File: src/rtl/uart_bus_pkg.sv
// rtl/uart_bus_pkg.sv - shared FSM encoding, UART register map and counter helper for uart_bus_master
package uart_bus_pkg;

  // Width of the shared phase down-counter and of the phase-length parameters
  localparam int CNT_W = 4;

  typedef logic [CNT_W-1:0] cnt_t;

  typedef enum logic [2:0] {
    ST_IDLE   = 3'd0,
    ST_SETUP  = 3'd1,
    ST_STROBE = 3'd2,
    ST_HOLD   = 3'd3,
    ST_DONE   = 3'd4
  } bus_state_e;

  // UART core register map
  typedef enum logic [3:0] {
    UART_REG_STATUS  = 4'h0,
    UART_REG_TX_DATA = 4'h1,
    UART_REG_RX_DATA = 4'h2,
    UART_REG_CTRL    = 4'h3
  } uart_reg_e;

  // Counter reload for a phase of n cycles; a length of 0 behaves as 1
  function automatic cnt_t phase_reload(input cnt_t n);
    return (n == '0) ? '0 : cnt_t'(n - cnt_t'(1));
  endfunction

endpackage

File: src/rtl/uart_bus_sync2.sv
// rtl/uart_bus_sync2.sv - two-flop synchronizer with asynchronous active-low reset
module uart_bus_sync2 (
  input  logic i_clk,
  input  logic i_rst_n,
  input  logic i_d,
  output logic o_q
);

  logic r_meta;
  logic r_sync;

  // Shift the asynchronous input through two flops
  always_ff @(posedge i_clk or negedge i_rst_n) begin
    if (!i_rst_n) begin
      r_meta <= 1'b0;
      r_sync <= 1'b0;
    end else begin
      r_meta <= i_d;
      r_sync <= r_meta;
    end
  end

  assign o_q = r_sync;

endmodule

File: src/rtl/uart_bus_master.sv
// rtl/uart_bus_master.sv - host command to UART register-bus cycle initiator; optional IRQ status poll under UART_BUS_IRQ_POLL_EN
module uart_bus_master
  import uart_bus_pkg::*;
#(
  parameter logic [CNT_W-1:0] SETUP_CYC   = 4'd1,
  parameter logic [CNT_W-1:0] STROBE_CYC  = 4'd2,
  parameter logic [CNT_W-1:0] HOLD_CYC    = 4'd1,
  parameter logic [3:0]       STATUS_ADDR = 4'(UART_REG_STATUS)
) (
  input  logic       clk,
  input  logic       rst,
  input  logic       cmd_valid_i,
  output logic       cmd_ready_o,
  input  logic       cmd_write_i,
  input  logic [3:0] cmd_addr_i,
  input  logic [7:0] cmd_wdata_i,
  output logic       rsp_valid_o,
  output logic [7:0] rsp_rdata_o,
  output logic       busy_o,
  output logic [3:0] AddrBus_o,
  output logic       n_ChipSelect_o,
  output logic       n_rd_o,
  output logic       n_we_o,
  output logic [7:0] DataBus_o,
  input  logic [7:0] DataBus_i,
  input  logic       p_IrqSig_i,
  output logic       irq_o
`ifdef UART_BUS_IRQ_POLL_EN
  ,
  output logic       irq_status_valid_o,
  output logic [7:0] irq_status_o
`endif
);

  localparam cnt_t SETUP_LD  = phase_reload(SETUP_CYC);
  localparam cnt_t STROBE_LD = phase_reload(STROBE_CYC);
  localparam cnt_t HOLD_LD   = phase_reload(HOLD_CYC);

  bus_state_e r_state;
  bus_state_e w_next;
  cnt_t       r_cnt;
  logic       r_write;
  logic [3:0] r_addr;
  logic [7:0] r_wdata;
  logic [7:0] r_rd_cap;
  logic [7:0] r_rdata;
  logic       w_cnt_zero;
  logic       w_start;
  logic       w_host_rd;
  logic       w_irq;

  uart_bus_sync2 u_irq_sync (
    .i_clk   (clk),
    .i_rst_n (rst),
    .i_d     (p_IrqSig_i),
    .o_q     (w_irq)
  );

  assign w_cnt_zero = (r_cnt == '0);

`ifdef UART_BUS_IRQ_POLL_EN
  logic       r_poll;
  logic       r_poll_pend;
  logic       r_irq_d;
  logic [7:0] r_irq_status;
  logic       w_poll_start;

  // A pending poll only launches in IDLE when the host is not asking; the host wins ties
  assign w_poll_start = (r_state == ST_IDLE) && !cmd_valid_i && r_poll_pend;
  assign w_start      = ((r_state == ST_IDLE) && cmd_valid_i) || w_poll_start;
  assign w_host_rd    = !r_write && !r_poll;

  // Remember each rising edge of the synchronized IRQ until its poll starts
  always_ff @(posedge clk or negedge rst) begin
    if (!rst) begin
      r_irq_d     <= 1'b0;
      r_poll_pend <= 1'b0;
    end else begin
      r_irq_d <= w_irq;
      if (w_irq && !r_irq_d) begin
        r_poll_pend <= 1'b1;
      end else if (w_poll_start) begin
        r_poll_pend <= 1'b0;
      end
    end
  end

  assign irq_status_o = r_irq_status;
`else
  assign w_start   = (r_state == ST_IDLE) && cmd_valid_i;
  assign w_host_rd = !r_write;
`endif

  // State register
  always_ff @(posedge clk or negedge rst) begin
    if (!rst) begin
      r_state <= ST_IDLE;
    end else begin
      r_state <= w_next;
    end
  end

  // Next-state: each timed phase advances when the shared counter reaches zero
  always_comb begin
    w_next = r_state;
    case (r_state)
      ST_IDLE:   if (w_start)    w_next = ST_SETUP;
      ST_SETUP:  if (w_cnt_zero) w_next = ST_STROBE;
      ST_STROBE: if (w_cnt_zero) w_next = ST_HOLD;
      ST_HOLD:   if (w_cnt_zero) w_next = ST_DONE;
      ST_DONE:   w_next = ST_IDLE;
      default:   w_next = ST_IDLE;
    endcase
  end

  // Command latch, phase counter reloads and read-data capture
  always_ff @(posedge clk or negedge rst) begin
    if (!rst) begin
      r_cnt    <= '0;
      r_write  <= 1'b0;
      r_addr   <= 4'h0;
      r_wdata  <= 8'h00;
      r_rd_cap <= 8'h00;
      r_rdata  <= 8'h00;
`ifdef UART_BUS_IRQ_POLL_EN
      r_poll       <= 1'b0;
      r_irq_status <= 8'h00;
`endif
    end else begin
      case (r_state)
        ST_IDLE: begin
          if (cmd_valid_i) begin
            r_write <= cmd_write_i;
            r_addr  <= cmd_addr_i;
            r_wdata <= cmd_wdata_i;
            r_cnt   <= SETUP_LD;
`ifdef UART_BUS_IRQ_POLL_EN
            r_poll  <= 1'b0;
          end else if (r_poll_pend) begin
            r_write <= 1'b0;
            r_addr  <= STATUS_ADDR;
            r_cnt   <= SETUP_LD;
            r_poll  <= 1'b1;
`endif
          end
        end
        ST_SETUP: begin
          r_cnt <= w_cnt_zero ? STROBE_LD : cnt_t'(r_cnt - cnt_t'(1));
        end
        ST_STROBE: begin
          if (w_cnt_zero) begin
            r_cnt <= HOLD_LD;
            if (!r_write) r_rd_cap <= DataBus_i;
          end else begin
            r_cnt <= cnt_t'(r_cnt - cnt_t'(1));
          end
        end
        ST_HOLD: begin
          if (w_cnt_zero) begin
            // Publish captured data as DONE begins so rsp_rdata_o changes with the pulse
            if (w_host_rd) r_rdata <= r_rd_cap;
`ifdef UART_BUS_IRQ_POLL_EN
            if (r_poll) r_irq_status <= r_rd_cap;
`endif
          end else begin
            r_cnt <= cnt_t'(r_cnt - cnt_t'(1));
          end
        end
        default: ;
      endcase
    end
  end

  // Outputs decoded from state so an async reset releases every strobe immediately
  always_comb begin
    cmd_ready_o    = 1'b0;
    busy_o         = 1'b1;
    n_ChipSelect_o = 1'b1;
    n_rd_o         = 1'b1;
    n_we_o         = 1'b1;
    rsp_valid_o    = 1'b0;
`ifdef UART_BUS_IRQ_POLL_EN
    irq_status_valid_o = 1'b0;
`endif
    case (r_state)
      ST_IDLE: begin
        cmd_ready_o = 1'b1;
        busy_o      = 1'b0;
      end
      ST_SETUP: n_ChipSelect_o = 1'b0;
      ST_STROBE: begin
        n_ChipSelect_o = 1'b0;
        n_rd_o         = r_write;
        n_we_o         = !r_write;
      end
      ST_HOLD: n_ChipSelect_o = 1'b0;
      ST_DONE: begin
`ifdef UART_BUS_IRQ_POLL_EN
        rsp_valid_o        = !r_poll;
        irq_status_valid_o = r_poll;
`else
        rsp_valid_o = 1'b1;
`endif
      end
      default: ;
    endcase
  end

  assign AddrBus_o   = r_addr;
  assign DataBus_o   = r_wdata;
  assign rsp_rdata_o = r_rdata;
  assign irq_o       = w_irq;

endmodule
File: config.mk
export PLATFORM = sky130hd
export DESIGN_NAME = uart_bus_master
export DESIGN_NICKNAME = d
export VERILOG_FILES = /design/src/rtl/uart_bus_pkg.sv /design/src/rtl/uart_bus_sync2.sv /design/src/rtl/uart_bus_master.sv
export SDC_FILE = /design/constraint.sdc
export NUM_CORES = 1
export LEC_CHECK = 0
export ABC_AREA = 1
export CAP_MARGIN = 5
export CORE_MARGIN = 3
export CORE_UTILIZATION = 33
export DETAILED_ROUTE_END_ITERATION = 16
export DONT_BUFFER_PORTS = 1
export RECOVER_POWER = 25
export SLEW_MARGIN = 10
export SYNTH_ARGS = -nofsm -noshare
export SYNTH_HDL_FRONTEND = slang
export SYNTH_HIERARCHICAL = 1
export SYNTH_SLANG_ARGS = --single-unit
File: constraint.sdc
create_clock -name clk -period 1.7 [get_ports clk]
set_input_delay 0.34 -clock clk [delete_from_list [all_inputs] [get_ports clk]]
set_output_delay 0.34 -clock clk [all_outputs]
set_load 0.005 [all_outputs]
==> results.ini <==
[layout]
drive_above_1_share_pct=15.2
layout_commonest_cell=nand2_1
fill_cells=486
area_growth_pct=10.8
diodes=0
final_nets=225
most-common-layout-cells=nand2_1 (61), dfrtp_1 (37), inv_1 (22)
post-route-util_pct=39.0
register_area_um2=952
multi_input_area_um2=643
design_area_um2=1890

[logic_synthesis]
synth_edf_count=0
synth_cells=191
yosysWarnings=6
synth-seq-area-share_pct=55.8
synth_cell_type_count=21
synth_fp_nets=218
ys.flop_type=dfrtp_1
syn_area_um2=1710
synthArstFlopShare_pct=100
ys_ff_latch=38
avgSynthCellArea_um2=8.93

[die]
dieHeight_um=77.9
die_x_um=77.9
start_util_pct=35.2
rows=25
dieArea_um2=6070
core_um2=4850
ios=52

[status]
outcome=complete, no violations

[drt]
route.detailed.drc=0
drt-total-wl_mm=3.34
first_pass_iters=4
vias=1209
first_iter_violations=37
wire_per_inst_um=12.6
viasPerCell=4.58
antenna_left=0

[worst_setup_path]
critPathArrivalTime_ns=1.27
required_ns=1.36
path_class=reg2out
cp-end-kind=primary output
r2r_start=r_cnt[0]
rr_worst_depth=7
cp_max_fo=9
critPathLaunchType=register
r2r-end=rsp_rdata_o[6]
rrSetupSlack_ns=0.19

[clock_network]
root_buffer=clkbuf_8
tritoncts=done
cts_buffer_depth=2
clkTransAtPathRegs_ns=0.07
clkLatencyLatePin_ns=0.28
clock-sinks=38
cts_max_level=2
numCtsBuffers=5

[pwr]
p_clk_share_pct=16.4
switching_share_pct=40.7
p_int_mw=2.16
ir_worst_vdd_mv=0.834
p_leak_nw=0.968
pwr_density_cell_nw_per_um2=1930
p_total_mw=3.64
combinationalPowerShare_pct=39.1
seq_power_share_pct=44.6
p_sw_mw=1.48

[global_routing]
grt_pass1_wl_mm=5.69
grt_max_degree=39
grt_remaining_overflow=0
grt_util_all_layers_pct=12.0
antenna_found_initial=0
first_global_vias=1110

[worst_hold_path]
min_path_cells=0
whs_endpoint=u_irq_sync/r_meta
hold_class=in2reg
worstHoldStart=p_IrqSig_i

[place]
port_buffers=0
hpwl_mm=2.34
placed_cell_area_um2=1770
place_congestion=0.770

[run]
maxCapViolations=0

[timing]
finalHoldViolations=0
max_freq_mhz=622
fin_skew_ns=0.00587
slew_headroom_pct=36.5
worst_pin_slew_ns=0.953
rsz0062_at_grt=no
setup_viol=0
finalMaxSlewViolations=0
final.min_clock_period_ns=1.61
fin_crit_sh_pct=94.6
tns_ns=0

## cells by family after synthesis
group | after synthesis | share of synthesized area (%)
simple gates | 101 | 27.6
compound gates | 22 | 8.22
flops | 38 | 55.8
fa+ha+maj | 2 | 1.47
buf+inv | 28 | 6.97
## power groups by stage
stage / clock network [mW] / logic [mW] / registers (mW)
global placement: 0 / 1.34 / 1.64
CTS: 0.624 / 1.40 / 1.63
finish: 0.595 / 1.42 / 1.62
global route: 0.665 / 1.67 / 1.68
floorplan: 0 / 1.13 / 1.56
detailed placement: 0 / 1.37 / 1.64
## state kept, by name, summed over array words and instances, names as in the netlist
signal,flops
rsp_rdata_o,8
AddrBus_o,4
u_irq_sync/o_q,1
r_state,3
r_rd_cap,8
r_write,1
u_irq_sync/r_meta,1
r_cnt,4
DataBus_o,8
## synthesized netlist by cell type, types with 2 or more instances
cell      count  area [µm²]
o21ai_0      13        65.1
dfrtp_1      38         951
nand2_2       2        12.5
nand3_2       2        20.0
inv_1        22        82.6
nor2_2        2        12.5
nand3b_1      3        22.5
ha_1          2        25.0
o21ai_2       8        70.1
nor2_1        6        22.5
nor2_4        3        33.8
nand3_1      20         100
nand2_1      61         229
buf_2         2        10.0
## layer usage
layer / up-vias / GRT usage, % / share of wire [%]
met5: - / 0 / 0
met1: 554 / 16.1 / 46
met4: 0 / 4.80 / 1.8
li1: 616 / - / -
met3: 5 / 4.99 / 8.3
met2: 34 / 16.9 / 44
## what timing repair did
action | 4_1_cts | 5_1_grt
hold buffers | 2 | 0
buffers inserted | 0 | 1
gates resized for setup | 0 | 3
hold endpoints to repair | 38 | 0
endpoints found under the setup margin | 0 | 2
## layout make-up
| class | count | area share (%) |
|---|---|---|
| inverters | 23 | 4.57 |
| flip-flops and latches | 38 | 50.4 |
| repair buffers | 5 | 2.19 |
| well taps | 67 | 4.44 |
| clock buffers | 6 | 4.37 |
| multi-input cells | 125 | 34.0 |
## critical path, cell delays in order (launching register included)
cell and delay (ns):
dfrtp_1 0.40, inv_2 0.13, nand2_1 0.09, nor2_2 0.16, buf_6 0.16, inv_1 0.05
## worst max-delay path by stage
stage,start,to,cells after the start
floorplan,r_cnt[0],rsp_rdata_o[6],8
global placement,r_cnt[0],rsp_rdata_o[0],7
detailed placement,r_cnt[0],rsp_rdata_o[6],7
CTS,r_state[0],busy_o,5
global route,r_state[2],busy_o,5
finish,r_state[2],busy_o,5
## stage by stage
stage          instances  worst slack [ns]  hold WS, ns
2_1_floorplan        191             0.277       0.0444
3_3_place_gp         255             0.214       0.0454
3_5_place_dp         255             0.171       0.0454
4_1_cts              263            0.0721       0.0736
5_1_grt              264           0.00579       0.0655
6_report             264            0.0910       0.0855
Power figures use the tool's default switching activity.
==> RTL change 1, RTL diff (config.mk and constraints unchanged) <==
Set the package constant `CNT_W` to 6 (it was 4).
--- a/src/rtl/uart_bus_pkg.sv
+++ b/src/rtl/uart_bus_pkg.sv
@@ -3,5 +3,5 @@
 
   // Width of the shared phase down-counter and of the phase-length parameters
-  localparam int CNT_W = 4;
+  localparam int CNT_W = 6;
 
   typedef logic [CNT_W-1:0] cnt_t;
Formal check against the unedited RTL: same outputs for any inputs over 10 cycles, from zero or initial values and one cycle with rst low; that may be too few to reach the edited logic, so the function may still have changed.
==> RTL change 1 against the unedited design <==
  * Total power is 11% higher
  * Final area is 9.9% higher
  * Clock power is 2% lower
  * Setup slack better by 0.026 ns
  * Sequential cell count is 2 higher
  * Synthesized cell count is 12% higher
  * Via count is 12% higher
  * Routed wire length is 13% higher
  * Register-to-register slack worse by 0.02 ns
  * Synthesized area is 11% higher
  * Fmax is 1.7% higher
  * Global-route usage is 0.68 points higher
==> RTL change 1: results (changes against the unedited design) <==
- DR pass1 iterations: 4 (unchanged)
- Outcome: completed
- Final HPWL DP: 2730 um (+16%)
- Reg-to-Reg End: r_write
- Reg clk slew, reported paths: 0.07 ns (about the same)
- Placed cell count: 281 (+10%)
- Via density: 4.63 (+1.2%)
- Setup Skew: 0.00418 ns (-0.00170 ns)
- Min Hold Slack: 0.0810 ns (-0.00451 ns)
- Peak VDD IR: 0.000715 V (-14%)
- Reg2reg setup slack: 0.17 ns (-0.02 ns)
- Most used DFF post-synth: dfrtp_1
- H-Tree Depth: 2 (unchanged)
- Yosys warning total: 6 (unchanged)
- Pin count of the biggest net entering global routing: 41 (+5.1%)
- Maximum fanout along the worst path: 4 (-5)
- Crit path DAT: 1.24 ns (-0.03 ns)
- Hold endpoint: u_irq_sync/r_meta
- Buffers added on ports: 0 (unchanged)
- Top post-synthesis cells by area: dfrtp_1, nand2_1, inv_1
- CTS Root Cell: clkbuf_8
- Syn nets: 240 (+10%)
- Worst reg-to-reg path cell count: 7 (unchanged)
- P_leak: 1.12 nW (+16%)
- Vias in the first global route: 1320 (+19%)
- WL per Instance: 12.9 um (+1.9%)
- Final nets: 249 (+11%)
- ANT cells: 0 (unchanged)
- Initial antenna violation count: 0 (unchanged)
- Relative slew slack: 34.0% (-2.4 points)
- Layout cell share with drive strength beyond 1: 18.5% (+3.2 points)
- First-pass GRT wire length: 6400 um (+12%)
- Iteration-0 DRC Markers: 87 (+140%)
- Post-synth ARST share: 100% (unchanged)
- Routed WL: 3760 um (+13%)
- Clk_lat worst skew: 0.28 ns (about the same)
- Avg Cell Area, Syn: 8.88 um^2 (-0.59%)
- Longest Clk Path Bufs: 2 (unchanged)
- WHS Path Cells: 0 (unchanged)
- Synth cell types: 24 (+14%)
- Sequential-to-total area share from yosys stat: 52.9% (-2.8 points)
- Crit Reg-Reg Startpoint: r_state[2]
- RePlAce Congestion: 0.837 (+8.6%)
- GRT Total Usage: 12.6% (+0.68 points)
- Top cells by count, synth: nand2_1, dfrtp_1, inv_1, nand3_1, o21ai_0
## RTL change 1: cell count changes in the layout (fill, tap and decap cells not counted), sizes merged, moves of 2 or more
cell    delta
buf        +2
dfrtp      +2
inv        +8
nand2      +8
nand3b     -2
nor2       +2
nor3       +2
xor2       +2
## RTL change 1: through the flow
step	setup WS [ns]	cell area [um^2]
3_5_place_dp	0.165	1960
4_1_cts	0.0395	2090
6_report	0.117	2080
5_1_grt	0.0149	2080
2_1_floorplan	0.284	1890
3_3_place_gp	0.195	1960
## RTL change 1: area by class of cell
cell class                      instances  area (um^2)
Fill cell                             553         3260
Sequential cell                        40         1000
Multi-Input combinational cell        137          739
Inverter                               31          116
Tap cell                               70         87.6
Clock buffer                            6         72.6
Timing Repair Buffer                    7         52.6
Clock inverter                          1         5.00
## RTL change 1: what timing repair did
item / 4_1_cts / 5_1_grt
endpoints found under the hold margin: 40 / 0
hold buffers: 2 / 0
resized for setup: 0 / 3
buffers inserted: 2 / 0
endpoints found under the setup margin: 1 / 2
pin swaps: 1 / 0
## RTL change 1: worst max-delay path by stage
stage,startpoint,slack (ns),to
after global placement,r_cnt[0],0.20,rsp_rdata_o[4]
after detailed placement,r_cnt[0],0.17,rsp_rdata_o[2]
after global routing,r_state[2],0.01,busy_o
after floorplan,r_cnt[0],0.28,rsp_rdata_o[6]
final,r_state[2],0.12,busy_o
after CTS,r_state[1],0.04,n_ChipSelect_o
## RTL change 1: worst max-delay path, cell delays in order, from the launching register on
cell and delay, ns:
dfrtp_1 0.39, nor2_2 0.17, inv_1 0.11, nor2_4 0.11, buf_4 0.13, inv_1 0.05
## RTL change 1: logic make-up after synthesis
group | after synthesis | synth area share (%)
AO/OA/AOI/OAI | 24 | 7.94
flip-flops | 40 | 52.9
buffers and inverters | 36 | 8.07
XOR/XNOR | 2 | 0.927
adder cells (fa/ha/maj) | 2 | 1.32
AND/OR/NAND/NOR | 109 | 28.8
## RTL change 1: layer usage
layer	wire (um)	vias up	GRT usage, %
li1	-	677	-
met5	0	-	0
met2	1690	36	19.1
met3	313	7	5.15
met1	1700	633	16.3
met4	59	0	4.49
## RTL change 1: where the power goes
group | leakage (nW) | switching (mW) | internal, mW | total, mW
Clock | 0.0410 | 0.303 | 0.279 | 0.582
Combinational | 0.597 | 1.13 | 0.652 | 1.78
Sequential | 0.486 | 0.311 | 1.37 | 1.68
==> RTL change 2, RTL diff (config.mk and constraints unchanged) <==
Made on the original files. Add an input register stage for `p_IrqSig_i`, without a reset; this delays it by one clock. The other inputs are not delayed to match.
--- a/src/rtl/uart_bus_master.sv
+++ b/src/rtl/uart_bus_master.sv
@@ -37,4 +37,10 @@
   localparam cnt_t HOLD_LD   = phase_reload(HOLD_CYC);
 
+  logic p_IrqSig_q;
+
+  always_ff @(posedge clk) begin
+    p_IrqSig_q <= p_IrqSig_i;
+  end
+
   bus_state_e r_state;
   bus_state_e w_next;
@@ -53,5 +59,5 @@
     .i_clk   (clk),
     .i_rst_n (rst),
-    .i_d     (p_IrqSig_i),
+    .i_d     (p_IrqSig_q),
     .o_q     (w_irq)
   );
Formal check against the unedited RTL: not equivalent (Yosys sat finds a counterexample within 4 cycles, from zero or initial values and one cycle with rst low).
==> RTL change 2 against the unedited design <==
  * Via count increased by 4.4%
  * Utilization shrank 0.31 points
  * Final area down 0.79%
  * Sequential cell count up 1
  * Clock power up 0.7%
  * Worst hold slack worse by 0.0090 ns
  * Routed wire length is 10% higher
  * Setup slack improved by 0.011 ns
  * Synthesized area about the same
  * Global-route usage grew 1.3 points
  * Total power is 3.0% lower
  * Non-clock buffer count down 2
==> RTL change 2: results (changes against the unedited design) <==
- Min Hold Slack: 0.0765 ns (-0.00897 ns)
- DR pass1 iterations: 4 (unchanged)
- Top cells by count, synth: nand2_1, dfrtp_1, nand3_1, o21ai_1, o21ai_0
- Syn nets: 214 (-1.8%)
- GR Layer Usage met2: 19.6% (+2.7 points)
- Final nets: 220 (-2.2%)
- Via density: 4.82 (+5.2%)
- Power share of the combinational group: 35.1% (-4.0 points)
- Final HPWL DP: 2530 um (+8.0%)
- Hold endpoint: p_IrqSig_q
- Maximum fanout along the worst path: 8 (-1)
- Top post-synthesis cells by area: dfrtp_1, nand2_1, nand3_1
- Post-synth ARST share: 97.4% (-2.6 points)
- Iteration-0 DRC Markers: 39 (+5.4%)
- Sequential-to-total area share from yosys stat: 56.9% (+1.1 points)
- Synth cell types: 23 (+9.5%)
- M3 GR Usage: 6.26% (+1.3 points)
- Post-layout min period: 1.60 ns (-0.0111 ns)
- Peak VDD IR: 0.000787 V (-5.7%)
- Placed cell count: 251 (-1.6%)
- Outcome: completed
- Routed WL: 3680 um (+10%)
- GRT Total Usage: 13.2% (+1.3 points)
- DR WL met3: 370 um (+34%)
- Reg2reg setup slack: 0.27 ns (+0.08 ns)
- Setup Skew: 0.00673 ns (+0.000857 ns)
- Post-DP Area: 1760 um^2 (-0.49%)
- P_leak: 0.937 nW (-3.2%)
- RePlAce Congestion: 0.813 (+5.6%)
- Most used DFF post-synth: dfrtp_1
- Pre-CTS setup slack: 0.236 ns (+0.0653 ns)
- Post-synth top area share: 55.7% (about the same)
- Reg-to-Reg End: rsp_rdata_o[5]
- Seq group: 1.69 mW (+4%)
- First-pass GRT wire length: 6250 um (+9.8%)
- Crit Reg-Reg Startpoint: r_cnt[0]
- Int Pwr: 2.04 mW (-5.3%)
- Met2 routed WL: 1630 um (+11%)
- Met1 Routed Length: 1620 um (+5.3%)
- Largest stage delay, worst path: 0.45 ns (+0.05 ns)
- Met1 Use GR: 16.7% (+0.56 points)
- Slowest cell on crit path: dfrtp_2
- WL per Instance: 14.0 um (+11%)
- Worst setup path startpoint: r_state[1]
- Vias in the first global route: 1270 (+14%)
- Cells after Synth: 188 (-1.6%)
==> RTL change 2: changes by cell type after synthesis, moves of 2 or more <==
| cell | change |
|---|---|
| nand3_1 | -3 |
| o21ai_2 | -8 |
| inv_1 | -13 |
| nand3b_1 | -2 |
| nand2_4 | +2 |
| nor2_8 | +2 |
| o21ai_1 | +12 |
| o21ai_0 | -3 |
| nand2_1 | +9 |
==> RTL change 2: final cells by class <==
cell class / instances / area (um^2)
sequential: 39 / 975
inverter: 10 / 37.5
multi-input combinational: 135 / 674
tap: 67 / 83.8
clock buffer: 7 / 76.3
timing repair buffer: 3 / 22.5
clock inverter: 1 / 5.00
fill: 517 / 2970
==> RTL change 2: logic make-up (layout without fill, tap and decap cells) <==
logic type | count (synthesis) | after routing | synth area share (%)
compound gates | 24 | 24 | 7.04
flops | 39 | 39 | 56.9
xor+xnor | 2 | 2 | 1.03
buf+inv | 15 | 21 | 4.25
fa+ha+maj | 1 | 1 | 0.733
simple gates | 107 | 108 | 30.1
